**src/rtl/store_buffer_pkg.sv**
```systemverilog
// store_buffer_pkg: shared widths and the buffered-store entry type for the
// posted-write store buffer and its youngest-match finder.
//   ADDR_W / DATA_W    : byte address and data widths of the memory port.
//   WORD_LSB..WORD_MSB : address bits that select a data_memory word.
//   IDX_W              : width of the word index used for load/store matching.
//   sb_entry_t         : one buffered store {addr, data}.
package store_buffer_pkg;

    localparam int ADDR_W   = 16;
    localparam int DATA_W   = 16;
    localparam int WORD_LSB = 2;
    localparam int WORD_MSB = 9;
    localparam int IDX_W    = WORD_MSB - WORD_LSB + 1;

    typedef struct packed {
        logic [ADDR_W-1:0] addr;
        logic [DATA_W-1:0] data;
    } sb_entry_t;

endpackage

```
**src/rtl/sb_match.sv**
```systemverilog
// sb_match: combinational youngest-match finder over the store buffer slots.
// Ports:
//   valid    - per-slot occupied flag
//   idx      - per-slot word index of the buffered store
//   age      - per-slot distance from the head (larger = younger)
//   data     - per-slot buffered store data
//   lookup   - word index of the incoming load
//   hit      - at least one valid slot matches lookup
//   hit_data - data of the youngest matching slot (0 when no hit)
module sb_match
    import store_buffer_pkg::*;
#(
    parameter int DEPTH = 4,
    parameter int PTR_W = 2
) (
    input  logic [DEPTH-1:0]             valid,
    input  logic [DEPTH-1:0][IDX_W-1:0]  idx,
    input  logic [DEPTH-1:0][PTR_W-1:0]  age,
    input  logic [DEPTH-1:0][DATA_W-1:0] data,
    input  logic [IDX_W-1:0]             lookup,
    output logic                         hit,
    output logic [DATA_W-1:0]            hit_data
);

    logic [PTR_W-1:0] best_age;

    // Ages of occupied slots are distinct, so a strict compare selects exactly
    // one youngest match regardless of scan order.
    always_comb begin
        hit      = 1'b0;
        hit_data = '0;
        best_age = '0;
        for (int i = 0; i < DEPTH; i++) begin
            if (valid[i] && (idx[i] == lookup) && (!hit || (age[i] > best_age))) begin
                hit      = 1'b1;
                hit_data = data[i];
                best_age = age[i];
            end
        end
    end

endmodule

```
**src/rtl/store_buffer.sv**
```systemverilog
// store_buffer: posted-write buffer owning the single data_memory port.
// Stores are queued in a circular FIFO and retire one per cycle whenever no
// load is using the port; loads take the port with priority.
// Build option:
//   STORE_BUF_FWD_EN defined   - loads matching a buffered store are served
//                                from the youngest matching entry.
//   STORE_BUF_FWD_EN undefined - a matching load is stalled (req_ready=0) and
//                                the buffer drains instead until no entry
//                                matches, then the load reads memory.
// Ports:
//   clk, reset (sync, active-high)
//   req_valid/req_write/req_addr/req_wdata - CPU request; req_ready accept
//   rd_data   - load result, same cycle as an accepted load, else 0
//   buf_empty - no stores pending
//   mem_access_addr/mem_write_data/mem_write_en/mem_read - to data_memory
//   mem_read_data - combinational read data from data_memory
module store_buffer
    import store_buffer_pkg::*;
#(
    parameter int DEPTH = 4,
    parameter int PTR_W = 2
) (
    input  logic              clk,
    input  logic              reset,
    input  logic              req_valid,
    input  logic              req_write,
    input  logic [ADDR_W-1:0] req_addr,
    input  logic [DATA_W-1:0] req_wdata,
    output logic              req_ready,
    output logic [DATA_W-1:0] rd_data,
    output logic              buf_empty,
    output logic [ADDR_W-1:0] mem_access_addr,
    output logic [DATA_W-1:0] mem_write_data,
    output logic              mem_write_en,
    output logic              mem_read,
    input  logic [DATA_W-1:0] mem_read_data
);

    sb_entry_t                    entries [DEPTH];
    logic [DEPTH-1:0]             valid;
    logic [PTR_W-1:0]             head;
    logic [PTR_W-1:0]             tail;
    logic [PTR_W:0]               count;

    logic [DEPTH-1:0][IDX_W-1:0]  ent_idx;
    logic [DEPTH-1:0][PTR_W-1:0]  ent_age;
    logic [DEPTH-1:0][DATA_W-1:0] ent_data;

    logic                         hit;
    logic [DATA_W-1:0]            fwd_data;
    logic                         is_load;
    logic                         is_store;
    logic                         full;
    logic                         load_go;
    logic                         drain;
    logic                         push;

    for (genvar g = 0; g < DEPTH; g++) begin : g_slot
        assign ent_idx[g]  = entries[g].addr[WORD_MSB:WORD_LSB];
        assign ent_data[g] = entries[g].data;
        assign ent_age[g]  = PTR_W'(g) - head;
    end

    sb_match #(
        .DEPTH (DEPTH),
        .PTR_W (PTR_W)
    ) u_match (
        .valid    (valid),
        .idx      (ent_idx),
        .age      (ent_age),
        .data     (ent_data),
        .lookup   (req_addr[WORD_MSB:WORD_LSB]),
        .hit      (hit),
        .hit_data (fwd_data)
    );

    assign is_load  = req_valid & ~req_write;
    assign is_store = req_valid & req_write;
    assign full     = (count == (PTR_W+1)'(DEPTH));

`ifdef STORE_BUF_FWD_EN
    assign load_go = is_load;
    assign rd_data = load_go ? (hit ? fwd_data : mem_read_data) : '0;
`else
    // Without forwarding a matching load must wait until memory holds the
    // buffered value; the match result is only used to hold the load back.
    assign load_go = is_load & ~hit;
    assign rd_data = load_go ? mem_read_data : '0;
    logic unused_fwd;
    assign unused_fwd = ^fwd_data;
`endif

    // Drain is suppressed during reset so discarded stores never reach memory.
    assign drain     = ~reset & ~load_go & (count != '0);
    // A full buffer refuses the store even if the head drains this cycle.
    assign push      = is_store & ~full;
    assign req_ready = is_store ? ~full : ~(is_load & ~load_go);
    assign buf_empty = (count == '0);

    always_comb begin
        mem_read        = 1'b0;
        mem_write_en    = 1'b0;
        mem_access_addr = '0;
        mem_write_data  = '0;
        if (load_go) begin
            mem_read        = 1'b1;
            mem_access_addr = req_addr;
        end else if (drain) begin
            mem_write_en    = 1'b1;
            mem_access_addr = entries[head].addr;
            mem_write_data  = entries[head].data;
        end
    end

    always_ff @(posedge clk) begin
        if (reset) begin
            head  <= '0;
            tail  <= '0;
            count <= '0;
            valid <= '0;
        end else begin
            // tail==head with both push and drain is impossible: empty blocks
            // drain and full blocks push.
            if (push) begin
                valid[tail] <= 1'b1;
                tail        <= tail + 1'b1;
            end
            if (drain) begin
                valid[head] <= 1'b0;
                head        <= head + 1'b1;
            end
            case ({push, drain})
                2'b10:   count <= count + 1'b1;
                2'b01:   count <= count - 1'b1;
                default: count <= count;
            endcase
        end
    end

    // Entry payload carries no reset; occupancy is tracked by valid/count.
    always_ff @(posedge clk) begin
        if (push) begin
            entries[tail] <= '{addr: req_addr, data: req_wdata};
        end
    end

endmodule

```
**config.mk**
```make
export PLATFORM = sky130hd
export DESIGN_NAME = store_buffer
export DESIGN_NICKNAME = d
export VERILOG_FILES = /design/src/rtl/store_buffer_pkg.sv /design/src/rtl/sb_match.sv /design/src/rtl/store_buffer.sv
export SDC_FILE = /design/constraint.sdc
export NUM_CORES = 1
export LEC_CHECK = 0
export BUFFER_PORTS_ARGS = -buffer_cell sky130_fd_sc_hd__clkbuf_2
export CORE_MARGIN = 8
export CORE_UTILIZATION = 30
export DETAILED_ROUTE_END_ITERATION = 8
export GPL_TIMING_DRIVEN = 0
export SYNTH_ARGS = -nofsm -noshare
export SYNTH_HDL_FRONTEND = slang
export SYNTH_SLANG_ARGS = --single-unit
```
**constraint.sdc**
```tcl
create_clock -name clk -period 4.5 [get_ports clk]
set_clock_uncertainty 0.2 [all_clocks]
set_input_delay 1.35 -clock clk [delete_from_list [all_inputs] [get_ports clk]]
set_output_delay 1.35 -clock clk [all_outputs]
set_load 0.03 [all_outputs]
```
# Word-level counts from Yosys, hierarchy flattened
# Memory sizes are Yosys's and may differ from the RTL's. A register that Yosys moved wholly into a read port is not among the register bits.
# Cells that the tools add are included.
# word_totals
ff_bits,11
ram_bits,128
input_bits,52
out_inout_bits,52
word_cells,89
memories,1
# memory_table
memory,words,width,read_ports,rd_clocked_by_memory_dff,wr,line_no,source
entries,4,32,5,1,1,store_buffer.sv:39,sb_entry_t entries [DEPTH];
# op_classes
add_sub_neg,8
n_lt_le_gt_ge,7
n_eq_ne,7
n_mux,28
bitwise_logic,16
reduce_logical,18
# ops
operator,count
$mux 16,5
$eq 8x8->1,4
$mux 1,12
$mux 4,3
$mux 2,5
$logic_and 1x1->1,9
$and 1x1->1,7
$gt 2x2->1,3
$lt 2x3->1 const B,2
$not 1->1,6
$pmux 3 s2,1
$add 2x1->2 const B,2
$and 4x4->4,1
$demux 1 s2,2
$ge 2x1->1 const B,2
$not 4->4,1
$or 4x4->4,1
$sub 1x2->2 const A,2
$sub 2x2->2 const A,2
$add 3x1->3 const B,1
$eq 3x3->1 const B,1
$logic_not 1->1,3
$logic_not 3->1,1
$logic_or 1x1->1,3
5 further kinds,5

# Depth between registers and ports, before layout
# Gate-level depths: netlist of the first run.
# logic_depth
ltp_word,22
ltp_mapped,15
ltp_nobuf,12

# Hierarchy
# From an unflattened synthesis of the first run, not the netlist that was laid out.
# hier_totals
cells_unflattened,433
hier_area_um2,7023.0
# by_module_without_submodules
module,n_inst,cells_each,area_each_um2,seq_area_each_um2
store_buffer,1,300,5793.1,4103.9
sb_match,1,133,1229.9,0.0

# Worst setup path before layout of the first run
# No wires, ideal clock.
# synth_timing
path_kind,input to output
start,input port req_addr[5]
end,output port mem_write_data[10]
arrival_ps,3481
required_ps,2950
slack_ps,-531
cell_stages,8
n_path_buf,3
path_cell_list,buf_2 -> xor2_1 -> nor4_2 -> a41oi_4 -> and2_4 -> buf_6 -> buf_2 -> nor3b_1
# synth_via
elab_chain_cells,22
elab_cells_between_ends,34
cone_classes,order compare: 3; eq/ne: 4; mux: 9; bitwise: 5; reduce/logical: 13
# synth_lines
item,line_no,source
"start, declared",store_buffer.sv:27,"input logic [ADDR_W-1:0] req_addr,"
$eq 8x8->1,sb_match.sv:34,if (valid[i] && (idx[i] == lookup) && (!hit || (age[i] > best_age))) begin
$logic_and 1x1->1,sb_match.sv:34,
$mux 2 or $mux 1 (tied branches),sb_match.sv:34,
$gt 2x2->1 or $logic_not 1->1 (tied branches),sb_match.sv:34,
$logic_or 1x1->1,sb_match.sv:34,
$logic_and 1x1->1,sb_match.sv:34,
$mux 2 or $mux 1 (tied branches),sb_match.sv:34,
$gt 2x2->1 or $logic_not 1->1 (tied branches),sb_match.sv:34,
[... 5 more ...],--,
$logic_and 1x1->1,sb_match.sv:34,
$mux 1 *,sb_match.sv:34,
$not 1->1 *,store_buffer.sv:87,assign load_go = is_load & ~hit;
$and 1x1->1 *,store_buffer.sv:87,
$not 1->1,store_buffer.sv:94,assign drain = ~reset & ~load_go & (count != '0);
$and 1x1->1 (2 in a row),store_buffer.sv:94,
$mux 16,store_buffer.sv:108,end else if (drain) begin
$mux 16 *,store_buffer.sv:105,if (load_go) begin
"end, declared",store_buffer.sv:33,"output logic [DATA_W-1:0] mem_write_data,"
# Every way passes the cells marked *; elsewhere a longest branch is shown, timed or not.

# Final worst setup path of the first run
# layout_timing
start,input port req_addr[6]
end,output port mem_access_addr[14]
# layout_via
elab_chain_cells,22
elab_cells_between_ends,34
cone_classes,order compare: 3; eq/ne: 4; mux: 9; bitwise: 5; reduce/logical: 13
# layout_lines
item,line_no,source
$eq 8x8->1,sb_match.sv:34,
$logic_and 1x1->1,sb_match.sv:34,
$mux 2 or $mux 1 (tied branches),sb_match.sv:34,
$gt 2x2->1 or $logic_not 1->1 (tied branches),sb_match.sv:34,
$logic_or 1x1->1,sb_match.sv:34,
$logic_and 1x1->1,sb_match.sv:34,
$mux 2 or $mux 1 (tied branches),sb_match.sv:34,
$gt 2x2->1 or $logic_not 1->1 (tied branches),sb_match.sv:34,
[... 5 more ...],--,
$logic_and 1x1->1,sb_match.sv:34,
$mux 1 *,sb_match.sv:34,
$not 1->1 *,store_buffer.sv:87,
$and 1x1->1 *,store_buffer.sv:87,
$not 1->1,store_buffer.sv:94,
$and 1x1->1 (2 in a row),store_buffer.sv:94,
$mux 16,store_buffer.sv:108,
$mux 16 *,store_buffer.sv:105,
"end, declared",store_buffer.sv:32,"output logic [ADDR_W-1:0] mem_access_addr,"
# Marked as above.

==> impl_metrics.yaml, run 1 <==
clock_network:
  cts_buffers: 17
  clock_latency_ns: 0.41
  postCtsHoldBufs: 0
  cts.sinks: 141
  cts_htree_levels: 4
  cts_tree: "yes"
  root_buffer: "clkbuf_16"
  clockBufferDepth: 2
  cts.reportedPaths.clkPinSlew_ns: 0.05
synthesis:
  yosysSeqAreaShare: 0.6449
  syn-num-nets: 436
  yosysTopAreaCellShare: 0.6040
  ys_seq_elements: 141
  yosys_warnings: 0
  synth_area_um2: 6364
  synth_area_per_cell_um2: 17.01
  yosys-top-cells-area: "edfxtp_1 60%, mux4_2 11%, dfxtp_1 4.1%, xnor2_1 2.6%, mux2_4 2.6%"
  synth.distinct_cells: 37
  syn_inst: 374
  yosysTopAreaCell: "edfxtp_1"
detailed_routing:
  wl_per_cell_um: 19.16
  drtPass1Iterations: 4
  viasPerCell: 4.581
  vias: 3628
  ant_nets: 0
  dr.first_iter.drc_count: 110
  totalWireLength_um: 15180
  drc_errors: 0
hold_path:
  holdPathStages: 2
  min_to: "valid[1]"
  hp-class: "reg -> reg"
  min-delay-start: "valid[1]"
timing:
  fin_ws_ns: -0.2371
  finalWorstPathRequiredPeriod_ns: 4.737
  hold_viol: 0
  min_period_over_period: 1.053
  final-setup-viol-count: 43
  worst_pin_slew_ns: 0.7786
  fmax_ghz: 0.2111
  drv_slew: 0
  setup_tns_ns: -6.216
  relSlewSlack: 0.4809
  rsz0062_at_grt: "yes"
finish:
  finalInstanceArea_um2: 8871
  final_common_cell: "edfxtp_1"
  syn_to_final_growth_pct: 39.40
  final_cell_mix: "128 x edfxtp_1, 51 x clkbuf_2, 32 x mux4_2"
  diodes: 0
  fin_nets: 567
  layout-drive-gt1-share: 0.4894
  instances_no_fill: 792
place:
  place_congestion: 0.7525
  hpwlAfterDp_um: 10240
  place_area_um2: 7581
  dp_slack_ns: -0.7129
  io_buffers: 103
  dp_cells: 756
power_and_ir_drop:
  p_leak_uw: 0.003186
  vdd_drop_max_mv: 0.2894
  power-per-cell-area_nw_per_um2: 433.1
die:
  core.rowCount: 53
  die_h_um: 161.6
  start_util: 0.3037
  die-width_um: 161.6
  pin_count: 104
  core_um2: 20960
  die-area_um2: 26130
global_routing:
  grt_use_total: 0.1202
  grt_max_degree: 19
  grt_pass1_wl_um: 23290
  grt_pass1_vias: 3990
  antenna_found_initial: 1
  gr-total-overflow: 0
outcome:
  violations: "setup timing"
  status: "complete, but fails checks"
critical_path:
  crit_type: "in -> out"
  cp_max_fo: 7
  ff2ff_path_depth: 14
  endpoint_kind: "primary output"
  rrSetupSlack_ns: 1.20
  start_kind: "primary input"
  cp-startpoint: "req_addr[6]"
  crit_required_ns: 2.95
  cp.arrival_ns: 3.19
  rr_startpoint: "entries[0][21]"
  r2r-end: "count[2]"
run:
  max-cap-violations: 0
==> synthesized netlist by cell type <==
cell / n
a211oi_1: 4
a21oi_1: 2
a21oi_2: 1
a41o_1: 1
a41oi_4: 1
and2_1: 4
and2_4: 1
and3_1: 17
buf_12: 1
buf_2: 11
buf_6: 5
clkbuf_1: 11
dfxtp_1: 13
edfxtp_1: 128
fa_1: 1
ha_1: 9
inv_1: 8
mux2_2: 7
mux2_4: 11
mux2i_1: 2
mux4_2: 32
nand2_1: 4
nand2b_1: 2
nand3_1: 4
nand4_1: 2
nor2_1: 14
nor2b_1: 16
nor3_1: 5
nor3b_1: 16
nor3b_2: 1
nor4_1: 1
nor4_2: 1
o21ai_0: 1
or2_2: 1
or3_1: 1
xnor2_1: 19
xor2_1: 16
==> worst max path at each step <==
stage	to	slack (ns)	cells past startpoint
3_5_place_dp	mem_access_addr[14]	-0.71	11
6_report	mem_access_addr[14]	-0.24	10
5_1_grt	mem_access_addr[4]	-0.29	10
4_1_cts	mem_access_addr[4]	-0.25	10
2_1_floorplan	mem_access_addr[14]	-0.04	9
3_3_place_gp	mem_access_addr[14]	-0.68	11
==> cell type report <==
| class | count | area (um^2) |
|---|---|---|
| clock inverter | 11 | 77.57 |
| inverter | 8 | 30.03 |
| fill | 1896 | 12080 |
| clock buffer | 20 | 436.7 |
| sequential | 141 | 4104 |
| timing repair buffer | 121 | 1270 |
| buffer | 18 | 146.4 |
| tap | 275 | 344.1 |
| multi-input combinational | 198 | 2462 |
==> metrics by stage <==
stage / total power, uW / hold WS (ns) / utilization
2_1_floorplan: 2266 / 0.2713 / -
3_3_place_gp: 2496 / 0.2853 / 0.3563
3_5_place_dp: 2521 / 0.3086 / 0.3618
4_1_cts: 3869 / 0.3151 / 0.4161
5_1_grt: 4004 / 0.3294 / 0.4233
6_report: 3842 / 0.3090 / 0.4233
==> per-layer routing <==
layer / up-vias / wire (um) / global-route usage / part of all wire
li1: 1683 / - / - / -
met3: 16 / 651 / 0.03461 / 0.043
met2: 69 / 8166 / 0.2168 / 0.54
met5: - / 13 / 0 / 0.00086
met1: 1858 / 6152 / 0.1335 / 0.41
met4: 2 / 192 / 0.03956 / 0.013
==> sequential cells by signal, summed over array words and instances (netlist names), named ones only <==
signal	cells
valid	4
count	3
head	2
entries	128
tail	2
==> worst max-delay path, cell delays in order <==
cell	delay (ns)
clkbuf_16	0.13
xor2_4	0.17
nor3_2	0.08
a41o_1	0.25
a41oi_4	0.25
and2_4	0.23
buf_12	0.13
buf_12	0.14
mux2_4	0.31
buf_8	0.14
==> cell families after synthesis <==
logic type      synth area share
flops                     0.6449
simple gates             0.08514
mux                       0.1547
buf+inv                  0.03185
xor+xnor                 0.04817
compound gates           0.01435
fa+ha+maj                0.02084
==> power by group <==
group	internal, uW	switching [uW]
logic	567	544
clock network	741	479
registers	1490	25.5
==> timing repair <==
item | 4_1_cts | 5_1_grt
gates resized for setup | 112 | 66
buffers inserted | 8 | 4
endpoints found under the setup margin | 51 | 44
pin swaps | 14 | 12
cloned | 4 | 1
No activity file was read; power rests on OpenSTA's default activity.
==> inputs of run 2 (changes only) <==
--- a/config.mk
+++ b/config.mk
@@ -6,10 +6,11 @@
 export NUM_CORES = 1
 export LEC_CHECK = 0
 export BUFFER_PORTS_ARGS = -buffer_cell sky130_fd_sc_hd__clkbuf_2
-export CORE_MARGIN = 8
-export CORE_UTILIZATION = 30
+export CORE_MARGIN = 2
+export CORE_UTILIZATION = 49
 export DETAILED_ROUTE_END_ITERATION = 8
 export GPL_TIMING_DRIVEN = 0
+export PLACE_DENSITY = 0.71
 export SYNTH_ARGS = -nofsm -noshare
 export SYNTH_HDL_FRONTEND = slang
 export SYNTH_SLANG_ARGS = --single-unit
==> run 2 against run 1 <==
  * Largest power group unchanged
  * Clock power grew 15%
  * Highest routed layer is now met4
  * Non-clock buffer count grew 4
  * First-iteration DRC count grew 86%
  * Core utilization grew 27 points
  * Final cell count shrank 12%
  * Worst setup slack lost 0.024 ns
  * Critical path type unchanged
  * Combinational power is essentially flat
  * Register-to-register slack is essentially flat
  * Worst hold slack is essentially flat
  * Via count grew 1.6%
  * Sequential power is essentially flat
  * Critical path depth is the same
  * The run still ends with setup timing left
==> impl_metrics.yaml, run 2 (synthesis gave the netlist of run 1 again) <==
critical_path:
  start_kind: "primary input"
  crit_required_ns: 2.95
  endpoint_kind: "primary output"
  cp_max_fo: 9
  crit_type: "in -> out"
  cp.arrival_ns: 3.21
power_and_ir_drop:
  power-per-cell-area_nw_per_um2: 454.2
  power.total_uw: 4009
  p_leak_uw: 0.003245
  vdd_drop_max_mv: 0.3396
finish:
  finalInstanceArea_um2: 8826
  fin_nets: 571
  fillers: 831
  layout-drive-gt1-share: 0.5019
  syn_to_final_growth_pct: 38.69
  top_regs: "entries x128, valid x4, count x3"
  final_core_util: 0.6966
  final_common_cell: "edfxtp_1"
  diodes: 0
  largest-register: "entries"
  largest_register_ffs: 128
  final_cell_mix: "128 x edfxtp_1, 54 x clkbuf_2, 32 x mux4_2"
clock_network:
  root_buffer: "clkbuf_16"
  cts_htree_levels: 4
  cts.sinks: 141
  cts_buffers: 17
  clockBufferDepth: 2
  postCtsHoldBufs: 0
  cts.reportedPaths.clkPinSlew_ns: 0.06
  clock_latency_ns: 0.41
  cts_tree: "yes"
global_routing:
  grt_max_degree: 25
  gr-total-overflow: 0
  grt_use_total: 0.2104
  antenna_found_initial: 0
  grt_pass1_wl_um: 22070
  grt_pass1_vias: 3972
timing:
  worst_hold_slack_ns: 0.3091
  worst_pin_slew_ns: 0.8286
  rsz0062_at_grt: "yes"
  hold_viol: 0
  fin_ws_ns: -0.2611
  drv_slew: 0
  fmax_ghz: 0.2100
  relSlewSlack: 0.4476
  finalWorstPathRequiredPeriod_ns: 4.761
  final-setup-viol-count: 43
  min_period_over_period: 1.058
detailed_routing:
  dr.first_iter.drc_count: 205
  drtPass1Iterations: 4
  wl_per_cell_um: 20.16
  vias: 3687
  drc_errors: 0
  totalWireLength_um: 13990
  ant_nets: 0
  viasPerCell: 5.313
die:
  pin_count: 104
  die-width_um: 118.0
  die_h_um: 118.0
  core_um2: 12670
  core.rowCount: 41
  die-area_um2: 13910
  start_util: 0.5022
place:
  place_congestion: 0.7870
  io_buffers: 103
  hpwlAfterDp_um: 8776
  place_area_um2: 7437
run:
  max-cap-violations: 0
outcome:
  status: "complete, but fails checks"
  violations: "setup timing"
hold_path:
  hp-class: "reg -> reg"
-- run 2: cell types whose count changed in the layout (fill, tap and decap cells not counted), moves of 3 or more --
cell	before	now
clkbuf_4	1	9
clkbuf_1	10	7
clkbuf_8	23	28
clkbuf_2	51	54
clkbuf_16	20	23
clkinv_2	5	1
clkinv_4	0	3
buf_4	15	10
buf_8	17	8
-- run 2: worst max-delay path, stage by stage --
cell and delay (ns):
clkbuf_8 0.14, xor2_2 0.15, nor4_1 0.32, a41o_1 0.25, a41oi_4 0.06, and2_4 0.21
buf_12 0.14, buf_12 0.14, mux2_4 0.30, buf_8 0.14
-- run 2: repair_timing --
| action | in CTS | in global routing |
|---|---|---|
| resized for setup | 131 | 19 |
| pin swaps | 17 | 11 |
| setup endpoints to repair | 45 | 45 |
| gates cloned | 4 | 1 |
| setup buffers | 15 | 1 |
-- run 2: final timing paths --
kind,slack [ns],to,start,cells past startpoint
worst max-delay path,-0.26,mem_access_addr[14],req_addr[4],10
worst min-delay path,0.31,valid[2],valid[2],2
worst max register to register,1.21,count[2],entries[1][19],14
worst min register to register,0.31,valid[2],valid[2],2
-- run 2: routing by layer --
| metal | up-vias | global-route usage | part of all wire |
|---|---|---|---|
| li1 | 1698 | - | - |
| met1 | 1890 | 0.2600 | 0.41 |
| met2 | 92 | 0.3706 | 0.54 |
| met3 | 7 | 0.05669 | 0.043 |
| met4 | 0 | 0.04744 | 0.0051 |
| met5 | - | 0 | 0 |
-- run 2: metrics by stage --
stage,instances,TNS [ns],setup slack (ns)
5_1_grt,694,-8.897,-0.3097
3_3_place_gp,649,-19.44,-0.6090
6_report,694,-6.651,-0.2611
2_1_floorplan,374,-0.6346,-0.03553
4_1_cts,694,-5.015,-0.2362
3_5_place_dp,653,-19.76,-0.6104
-- run 2: power by group --
group | switching (uW) | internal (uW)
Clock | 532 | 872
Sequential | 27.2 | 1490
Combinational | 530 | 563
Total | 1090 | 2920
-- run 2: area by class of cell --
type                    count  area [um^2]  area share
multi-input cells         198         2444      0.2769
clock buffers              18        429.2     0.04862
well taps                 172        215.2     0.02438
repair buffers            127         1330      0.1507
inverters                   8        30.03    0.003402
flip-flops and latches    141         4104      0.4650
plain buffers              16        105.1     0.01191
clock inverters            14        168.9     0.01914
